--- src/rtl/sram_port_arbiter.sv ---
// sram_port_arbiter: shares one single-ported, synchronous-read SRAM between
// the instruction-fetch and data ports of the core. Every accepted access
// returns its response exactly one cycle later, and a new access can issue
// in that same cycle.
//
// Optional feature: define ARB_RR_EN for round-robin arbitration on
// contention. Without it, the data port always wins.
//
// resp   | meaning
// -------+-----------------------------------------------------
// IDLE   | no SRAM response arrives this cycle
// I_PEND | SRAM read data arriving this cycle belongs to inst
// D_PEND | SRAM response arriving this cycle belongs to data
module sram_port_arbiter #(
    parameter int ADDR_W = 32,
    parameter int DATA_W = 32
) (
    input  logic                clk,
    input  logic                rst,
    input  logic                inst_req,
    input  logic [ADDR_W-1:0]   inst_addr,
    output logic                inst_addr_ok,
    output logic                inst_data_ok,
    output logic [DATA_W-1:0]   inst_rdata,
    input  logic                data_req,
    input  logic                data_wr,
    input  logic [DATA_W/8-1:0] data_wen,
    input  logic [ADDR_W-1:0]   data_addr,
    input  logic [DATA_W-1:0]   data_wdata,
    output logic                data_addr_ok,
    output logic                data_data_ok,
    output logic [DATA_W-1:0]   data_rdata,
    output logic                mem_en,
    output logic [DATA_W/8-1:0] mem_wen,
    output logic [ADDR_W-1:0]   mem_addr,
    output logic [DATA_W-1:0]   mem_wdata,
    input  logic [DATA_W-1:0]   mem_rdata
);

    localparam int BE_W = DATA_W / 8;

    typedef enum logic [1:0] {
        IDLE   = 2'd0,
        I_PEND = 2'd1,
        D_PEND = 2'd2
    } resp_t;

    resp_t             r_resp;
    resp_t             w_resp_nxt;
    logic              w_gnt_i;
    logic              w_gnt_d;
    logic              r_wr_pend;
    logic [DATA_W-1:0] r_inst_rdata;
    logic [DATA_W-1:0] r_data_rdata;

`ifdef ARB_RR_EN
    localparam logic PTR_INST = 1'b0;
    localparam logic PTR_DATA = 1'b1;

    logic r_rr_ptr;

    // Grant: the pointer's side wins a tie, otherwise whoever asks
    always_comb begin
        w_gnt_d = data_req && (!inst_req || (r_rr_ptr == PTR_DATA));
        w_gnt_i = inst_req && !w_gnt_d;
    end

    // Pointer moves to the loser after a contended grant only
    always_ff @(posedge clk) begin
        if (rst) begin
            r_rr_ptr <= PTR_DATA;
        end else if (inst_req && data_req) begin
            r_rr_ptr <= w_gnt_d ? PTR_INST : PTR_DATA;
        end
    end
`else
    // Grant: data has fixed priority over inst
    always_comb begin
        w_gnt_d = data_req;
        w_gnt_i = inst_req && !data_req;
    end
`endif

    // State register: owner of the response arriving next cycle
    always_ff @(posedge clk) begin
        if (rst) begin
            r_resp <= IDLE;
        end else begin
            r_resp <= w_resp_nxt;
        end
    end

    // Next state follows the current grant, independent of r_resp
    always_comb begin
        w_resp_nxt = IDLE;
        if (w_gnt_d) begin
            w_resp_nxt = D_PEND;
        end else if (w_gnt_i) begin
            w_resp_nxt = I_PEND;
        end
    end

    // Remember whether the outstanding data access is a store
    always_ff @(posedge clk) begin
        if (rst) begin
            r_wr_pend <= 1'b0;
        end else if (w_gnt_d) begin
            r_wr_pend <= data_wr;
        end
    end

    // Hold registers keep the last read data for each side
    always_ff @(posedge clk) begin
        if (rst) begin
            r_inst_rdata <= '0;
            r_data_rdata <= '0;
        end else begin
            if (r_resp == I_PEND) begin
                r_inst_rdata <= mem_rdata;
            end
            if ((r_resp == D_PEND) && !r_wr_pend) begin
                r_data_rdata <= mem_rdata;
            end
        end
    end

    // Outputs: SRAM drive from the winner, responses bypass mem_rdata
    always_comb begin
        inst_addr_ok = w_gnt_i;
        data_addr_ok = w_gnt_d;
        mem_en       = w_gnt_i || w_gnt_d;
        mem_wen      = '0;
        mem_addr     = '0;
        mem_wdata    = '0;
        inst_data_ok = 1'b0;
        data_data_ok = 1'b0;
        inst_rdata   = r_inst_rdata;
        data_rdata   = r_data_rdata;
        if (w_gnt_d) begin
            mem_addr  = data_addr;
            mem_wdata = data_wdata;
            mem_wen   = data_wr ? data_wen : {BE_W{1'b0}};
        end else if (w_gnt_i) begin
            mem_addr  = inst_addr;
        end
        case (r_resp)
            I_PEND: begin
                inst_data_ok = 1'b1;
                inst_rdata   = mem_rdata;
            end
            D_PEND: begin
                data_data_ok = 1'b1;
                if (!r_wr_pend) begin
                    data_rdata = mem_rdata;
                end
            end
            default: ;
        endcase
    end

endmodule

--- config.mk ---
export PLATFORM = sky130hd
export DESIGN_NAME = sram_port_arbiter
export DESIGN_NICKNAME = d
export VERILOG_FILES = /design/src/rtl/sram_port_arbiter.sv
export SDC_FILE = /design/constraint.sdc
export NUM_CORES = 1
export LEC_CHECK = 0
export CAP_MARGIN = 20
export CORE_MARGIN = 5
export CORE_UTILIZATION = 33
export DETAILED_ROUTE_END_ITERATION = 10
export PLACE_DENSITY = 0.82
export SYNTH_ARGS = -nofsm -noshare
export SYNTH_HDL_FRONTEND = slang
export SYNTH_SLANG_ARGS = --single-unit
--- constraint.sdc ---
create_clock -name clk -period 1.7 [get_ports clk]
set_clock_uncertainty 0.05 [all_clocks]
set_input_delay 0.255 -clock clk [delete_from_list [all_inputs] [get_ports clk]]
set_output_delay 0.255 -clock clk [all_outputs]
set_load 0.005 [all_outputs]
==> results of run 1 <==
[state kept, by name, summed over array words and instances, names as in the netlist]
name	count
r_data_rdata	32
r_wr_pend	1
r_resp	2
r_inst_rdata	32
[layout make-up]
cell class / count / area (um2) / share of cell area (%)
inverter: 1 / 3.75 / 0.0522
clock inverter: 6 / 111 / 1.55
sequential: 67 / 1350 / 18.7
multi-input combinational: 205 / 1970 / 27.4
timing repair buffer: 327 / 3450 / 48.1
clock buffer: 10 / 138 / 1.92
tap: 133 / 166 / 2.32
[cell usage in the layout, fill, tap and decap left out, types with 2 or more instances in the layout]
| cell type | count |
|---|---|
| sky130_fd_sc_hd__buf_2 | 18 |
| sky130_fd_sc_hd__and2b_1 | 6 |
| sky130_fd_sc_hd__nor2b_4 | 2 |
| sky130_fd_sc_hd__buf_4 | 22 |
| sky130_fd_sc_hd__nor2b_1 | 60 |
| sky130_fd_sc_hd__buf_12 | 9 |
| sky130_fd_sc_hd__dlymetal6s2s_1 | 4 |
| sky130_fd_sc_hd__buf_8 | 2 |
| sky130_fd_sc_hd__clkbuf_8 | 10 |
| sky130_fd_sc_hd__buf_6 | 78 |
| sky130_fd_sc_hd__a22o_1 | 32 |
| sky130_fd_sc_hd__clkdlybuf4s15_1 | 8 |
| sky130_fd_sc_hd__dfxtp_1 | 64 |
| sky130_fd_sc_hd__bufinv_16 | 3 |
| sky130_fd_sc_hd__dfxtp_2 | 3 |
| sky130_fd_sc_hd__dlygate4sd2_1 | 15 |
| sky130_fd_sc_hd__and3_1 | 4 |
| sky130_fd_sc_hd__buf_16 | 8 |
| sky130_fd_sc_hd__clkdlybuf4s50_1 | 161 |
| sky130_fd_sc_hd__mux2_4 | 64 |
| sky130_fd_sc_hd__and2_1 | 32 |
[worst paths after layout]
kind	start	endpoint	slack, ps
worst max-delay path	r_wr_pend	data_rdata[0]	-320
worst min-delay path	rst	r_inst_rdata[21]	260
worst max register to register	r_wr_pend	r_data_rdata[21]	-30
worst min register to register	r_data_rdata[25]	r_data_rdata[25]	540
[metal layers]
metal	vias up	part of all wire (%)	global-route usage, %
li1	1644	-	-
met1	1676	33	24.9
met2	172	53	49.7
met3	51	8.7	11.5
met4	6	4.8	12.2
met5	-	0.24	0
[logic make-up after synthesis]
| logic type | Yosys count |
|---|---|
| AOI/OAI and AO/OA | 32 |
| muxes | 65 |
| DFF | 67 |
| and+or+nand+nor | 108 |
| buffers and inverters | 28 |
[worst reg2reg max path: stages (launching register included)]
cell                      delay [ps]
sky130_fd_sc_hd__dfxtp_2         340
sky130_fd_sc_hd__nor3b_4         260
sky130_fd_sc_hd__buf_6           180
sky130_fd_sc_hd__buf_16          130
sky130_fd_sc_hd__mux2_4          310
sky130_fd_sc_hd__buf_6           120
sky130_fd_sc_hd__buf_6           100
sky130_fd_sc_hd__and2b_1         150
[what timing repair did]
item                       4_1_cts  5_1_grt
setup endpoints to repair      112       82
gates cloned                     9        0
gates resized for setup        468       29
buffers inserted                23        8
pin swaps                        3        2
[power groups by stage]
stage / logic, W / registers (W) / clock network, W
4_1_cts: 0.00143 / 0.00165 / 0.00167
2_1_floorplan: 0.000413 / 0.00168 / 0
3_5_place_dp: 0.00127 / 0.00168 / 0
3_3_place_gp: 0.00125 / 0.00168 / 0
6_report: 0.00145 / 0.00165 / 0.00165
5_1_grt: 0.00152 / 0.00166 / 0.00176
[through the flow]
stage	hold WS, ps	total power (W)
global placement	508	0.00293
global route	259	0.00494
floorplan	352	0.00209
finish	265	0.00476
CTS	221	0.00475
detailed placement	511	0.00295
==> qor.txt, run 1 <==
PWR
-----------------------------------------------------------------------------------------------------
Total power per unit cell area                                                             662 nW/um2
Part of the total power dissipated in the clock network                                         34.7%
Cell internal power dissipation                                                             0.00362 W
Sequential cell fraction of total power                                                         34.8%
Switching power                                                                             0.00114 W
Leakage                                                                                       3.34 nW
Worst-case vdd ir drop                                                                       0.396 mV
Switching portion of total power                                                                23.9%
Power share of the combinational group                                                          30.5%

PLACED DESIGN
-----------------------------------------------------------------------------------------------------
Post-Place Worst Slack                                                                        -424 ps
Total placed cells including tap cells                                                            697
Cell area after placement                                                                    6290 um2
Placer's final routability congestion estimate                                                  0.965
Port bufs                                                                                         273
Final HPWL DP                                                                                 12.4 mm

FINISH
-----------------------------------------------------------------------------------------------------
Diodes inserted                                                                                     0
Summed area of non-filler cells in the final layout                                          7180 um2
Post-layout utilization of the core                                                             73.2%
Synthesis-to-finish area growth                                                                  115%
Fillcell total                                                                                    673
Number of cells in the finished layout apart from fillers                                         749
Fin nets                                                                                          748
Proportion of layout cells with a drive suffix above 1                                          37.0%

GRT
-----------------------------------------------------------------------------------------------------
Vias in the first global route                                                                   4086
Total overflow reported by the global router                                                        0
Global-route wire length before repair                                                        25.0 mm
Combined global-route utilization of all metal layers                                           26.7%
Initial antenna violation count                                                                     3
Largest net degree at the start of global routing                                                  39

SETUP PATH
-----------------------------------------------------------------------------------------------------
Dominant delay contributor by cell family on the critical path                           buffers and inverters
Biggest cell delay along the critical path                                                     340 ps
Kind of launch point of the worst setup path                                                 register
Data arrival time of the worst path                                                           1710 ps
Type of the worst setup path                                                               reg -> out
Required time of the critical path                                                            1390 ps
Worst path bufs/invs                                                                                3
Critical Path Most Common Cell                                                           sky130_fd_sc_hd__buf_6
Crit path capture type                                                                     output pin
Critical path cell sequence                                                              nor3b_4 -> buf_6 -> buf_16 -> mux2_4 -> buf_6
Path depth of the worst reg2reg path                                                                7
Critical path peak fanout                                                                           7
Logic depth of the worst setup path including buffers                                               5
Slowest stage cell, crit path                                                            sky130_fd_sc_hd__dfxtp_2

LOGIC SYNTHESIS
-----------------------------------------------------------------------------------------------------
Compound-Gate Fraction of Synth Area                                                            8.39%
Post-synthesis share of cell area spent on full adders, half adders and majority gates             0%
Share of synthesized area spent on multiplexers                                                 25.7%
Combined area of all synthesized cells                                                       3340 um2
Register area share after synthesis                                                             40.2%
Share of the synthesized netlist area taken by xor and xnor gates                                  0%
Total of warnings raised by yosys                                                                   0
Cell taking the most area after synthesis                                                sky130_fd_sc_hd__dfxtp_1
Post-synth EDFFs                                                                                    0
Area share of and/or/nand/nor cells after synthesis                                             20.8%
Share of synthesized flip-flops with an asynchronous set or reset                                  0%
Per-instance average area after synthesis                                                    11.1 um2
Synth Net Count                                                                                   437
Number of library cell types mapped by synthesis                                                   19
Post-synthesis cell count                                                                         300
Synthesized flop and latch total                                                                   67
Top area cells in the synthesized netlist                                                sky130_fd_sc_hd__dfxtp_1 40%, sky130_fd_sc_hd__mux2_4 15%, sky130_fd_sc_hd__nor2b_1 12%, sky130_fd_sc_hd__mux2_2 9.1%, sky130_fd_sc_hd__a22o_1 8.4%
Primary FF master, synth                                                                 sky130_fd_sc_hd__dfxtp_1
Most repeated cell in the gate-level netlist after synthesis                             sky130_fd_sc_hd__dfxtp_1
Leading post-synthesis cells by instance count                                           67 x sky130_fd_sc_hd__dfxtp_1, 62 x sky130_fd_sc_hd__nor2b_1, 34 x sky130_fd_sc_hd__mux2_4
Largest family of logic cells by synthesized area                                        multiplexers
Share of the synthesized area in the top cell type                                              40.2%

STA
-----------------------------------------------------------------------------------------------------
Hold Fails Final Rpt                                                                                0
Post-route fraction of the period consumed by the critical path                                  119%
Min Tclk post-route                                                                           2020 ps
Final setup violation count                                                                        65
Final worst setup slack                                                                       -317 ps
Post-route setup TNS                                                                        -15700 ps
Final number of max-transition violations                                                           0
F_max                                                                                         496 MHz
Slew at the pin closest to its max-slew limit                                                  375 ps
Relative slew slack                                                                             75.0%
Setup repair after global routing missed its margin                                              true

ROUTING
-----------------------------------------------------------------------------------------------------
Number of nets with antenna violations after routing                                                0
Via Count                                                                                        3549
Vias per cell                                                                                    4.74
Drt pass-1 iters                                                                                    4
Wire length after detailed routing                                                            17.2 mm
Average wire per cell in the routed design                                                    23.0 um
DRC marker count from the first detailed-route iteration                                          153
Remaining routing DRC violations                                                                    0

RUN STATUS
-----------------------------------------------------------------------------------------------------
Result of the run                                                                        finished with violations
Violated checks                                                                          setup timing

FLOORPLANNING
-----------------------------------------------------------------------------------------------------
Effective utilization at floorplan                                                              34.0%
Count of pins on the block boundary                                                               274
Number of placement rows                                                                           36
Width of the die                                                                               111 um
Standard cell core area                                                                      9820 um2
Die extent in y                                                                                111 um
Die area                                                                                    12200 um2

JOB
-----------------------------------------------------------------------------------------------------
Reported max-cap violation count                                                                    0

CLOCK NETWORK
-----------------------------------------------------------------------------------------------------
Hold buffers post-CTS                                                                               0
# clock sinks                                                                                      67
Cell chosen for the clock root                                                           sky130_fd_sc_hd__clkbuf_8
Reg clk slew, reported paths                                                                    80 ps
Clock Tree Buf Depth                                                                                2
Clock latency on the worst-skew pair                                                           330 ps
Inserted Clock Buffers                                                                              9
Number of levels in the clock H-tree                                                                3
Clock tree from TritonCTS                                                                         yes

HOLD PATH
-----------------------------------------------------------------------------------------------------
Cell count of the worst hold path                                                                   2
Worst hold-check path type                                                                  in -> reg

No activity file was read; power rests on OpenSTA's default activity.
==> inputs of run 2 (changes only) <==
- CORE_AREA: not set -> 2 2 107 109
- CORE_MARGIN: 5 -> not set
- CORE_UTILIZATION: 33 -> not set
- DIE_AREA: not set -> 0 0 109 111
- PLACE_DENSITY: 0.82 -> 0.76
==> run 2 against run 1 <==
Against the previous run: the flow still finishes with violations (setup timing); clock power up 5%; setup slack worse by 52 ps; die area down 1.1%; power down 0.41%; design area down 1.6%; sequential share of layout area up 0.31 points; combinational power down 6%; register-to-register slack about the same; cell count up 2.3%; hold slack better by 73 ps.
==> qor.txt, run 2 (synthesized netlist as in run 1, its figures left out) <==
STA
-------------------------------------------------------------------------------------
Min Tclk post-route                                                           2070 ps
Final worst setup slack                                                       -368 ps
Final number of max-transition violations                                           0
Worst hold slack after final layout                                            338 ps
Relative slew slack                                                             80.8%
Post-route setup TNS                                                        -16510 ps
Post-route fraction of the period consumed by the critical path                  122%
Final setup violation count                                                        65
Hold Fails Final Rpt                                                                0
Setup repair after global routing missed its margin                              true
F_max                                                                         483 MHz
Slew at the pin closest to its max-slew limit                                  289 ps

HOLD PATH
-------------------------------------------------------------------------------------
Cell count of the worst hold path                                                   3
Worst hold-check path type                                                  in -> reg

PLACED DESIGN
-------------------------------------------------------------------------------------
Placer's final routability congestion estimate                                  0.903
Port bufs                                                                         273
Cell area after placement                                                    6250 um2
Final HPWL DP                                                                 10.0 mm

GRT
-------------------------------------------------------------------------------------
Combined global-route utilization of all metal layers                           23.1%
Vias in the first global route                                                   3816
Peak-usage layer in the global routing report                                    met2
Met2 Resource Use GR                                                            42.9%
Largest net degree at the start of global routing                                  68
Global-route wire length before repair                                        20.9 mm
GRT met1 Usage                                                                  22.3%
Fraction of met3 tracks used by global routing                                  8.05%
Initial antenna violation count                                                     1
Total overflow reported by the global router                                        0

FLOORPLANNING
-------------------------------------------------------------------------------------
Number of placement rows                                                           39
Width of the die                                                               109 um
Count of pins on the block boundary                                               274
Die extent in y                                                                111 um
Die area                                                                    12100 um2
Standard cell core area                                                     11100 um2
Effective utilization at floorplan                                              30.1%

FINISH
-------------------------------------------------------------------------------------
Fillcell total                                                                    843
Proportion of layout cells with a drive suffix above 1                          35.9%
Most frequent standard cell in the layout excluding fill and tap cells   sky130_fd_sc_hd__clkdlybuf4s50_1
Synthesis-to-finish area growth                                                  112%
Summed area of non-filler cells in the final layout                          7070 um2
Fin nets                                                                          754
Biggest registers after layout                                           r_data_rdata: 32 flops, r_inst_rdata: 32 flops, r_resp: 2 flops
Most frequent cells in the layout                                        166 x sky130_fd_sc_hd__clkdlybuf4s50_1, 64 x sky130_fd_sc_hd__dfxtp_1, 63 x sky130_fd_sc_hd__mux2_4, 61 x sky130_fd_sc_hd__nor2b_1, 52 x sky130_fd_sc_hd__buf_6

PWR
-------------------------------------------------------------------------------------
Total power per unit cell area                                             670 nW/um2
Leakage                                                                       3.30 nW
Worst-case vdd ir drop                                                       0.590 mV

CLOCK NETWORK
-------------------------------------------------------------------------------------
Clock tree from TritonCTS                                                         yes
Hold buffers post-CTS                                                               0
Number of levels in the clock H-tree                                                3
Reg clk slew, reported paths                                                    50 ps
Clock Tree Buf Depth                                                                2
Cell chosen for the clock root                                           sky130_fd_sc_hd__clkbuf_16
Inserted Clock Buffers                                                              9
# clock sinks                                                                      67
Clock latency on the worst-skew pair                                           330 ps

ROUTING
-------------------------------------------------------------------------------------
DRC marker count from the first detailed-route iteration                          111
Average wire per cell in the routed design                                    18.6 um
Via Count                                                                        3475
Number of nets with antenna violations after routing                                0
Drt pass-1 iters                                                                    4
Wire length after detailed routing                                            14.3 mm
Remaining routing DRC violations                                                    0
Vias per cell                                                                    4.54

SETUP PATH
-------------------------------------------------------------------------------------
Kind of launch point of the worst setup path                                 register
Slowest stage cell, crit path                                            sky130_fd_sc_hd__dfxtp_2
Crit path capture type                                                     output pin
Critical path cell sequence                                              nor3b_4 -> buf_6 -> buf_12 -> buf_4 -> mux2_4 -> buf_6
Critical Path Most Common Cell                                           sky130_fd_sc_hd__buf_6
Data arrival time of the worst path                                           1760 ps
Path depth of the worst reg2reg path                                                7
Required time of the critical path                                            1390 ps
Biggest cell delay along the critical path                                     330 ps
Critical path peak fanout                                                           5
Type of the worst setup path                                               reg -> out

JOB
-------------------------------------------------------------------------------------
Reported max-cap violation count                                                    0

RUN STATUS
-------------------------------------------------------------------------------------
Result of the run                                                        finished with violations
Violated checks                                                          setup timing

[run 2: worst paths after layout]
check | startpoint | end | slack, ps
worst max register to register | r_resp[0] | r_data_rdata[7] | -30
worst max-delay path | r_resp[0] | data_rdata[5] | -370
worst min-delay path | data_wr | r_wr_pend | 340
worst min register to register | r_inst_rdata[6] | r_inst_rdata[6] | 530
[run 2: per-stage QoR]
stage	total power (W)	instances	util, %	setup slack (ps)
after floorplan	0.00209	300	-	246
after global routing	0.00493	766	63.8	-446
after detailed placement	0.00291	703	56.4	-396
after global placement	0.00289	703	56.4	-354
after CTS	0.00478	766	64.3	-381
final	0.00474	766	63.8	-368
[run 2: power by group]
group          leakage (nW)  internal [W]  switching (W)
Clock                 0.132       0.00103       0.000695
Sequential            0.546       0.00163      0.0000203
Combinational          2.62      0.000924       0.000434
Total                  3.30       0.00359        0.00115
[run 2: critical path: cells and delay by family, from the launching register on]
family | cells | cell delay, ps
buffers and inverters | 4 | 520
flip-flops | 1 | 330
multiplexers | 1 | 310
AND/OR/NAND/NOR | 1 | 270
[run 2: cell type report]
type	instances	area [um2]	share of cell area, %
repair buffers	333	3300	46.7
multi-input cells	205	1960	27.7
flip-flops and latches	67	1350	19.0
clock buffers	11	243	3.43
well taps	143	179	2.53
clock inverters	5	37.5	0.531
inverters	1	3.75	0.0531
diodes	1	2.50	0.0354
[run 2: timing repair]
item                       4_1_cts  5_1_grt
gates cloned                     6        0
buffers inserted                42        4
resized for setup              395       34
setup endpoints to repair      115      104
pin swaps                        1        0
[run 2: layer usage]
metal,vias up,part of all wire (%)
met2,170,53
li1,1653,-
met1,1614,33
met4,0,4.2
met3,38,8.9
met5,-,0
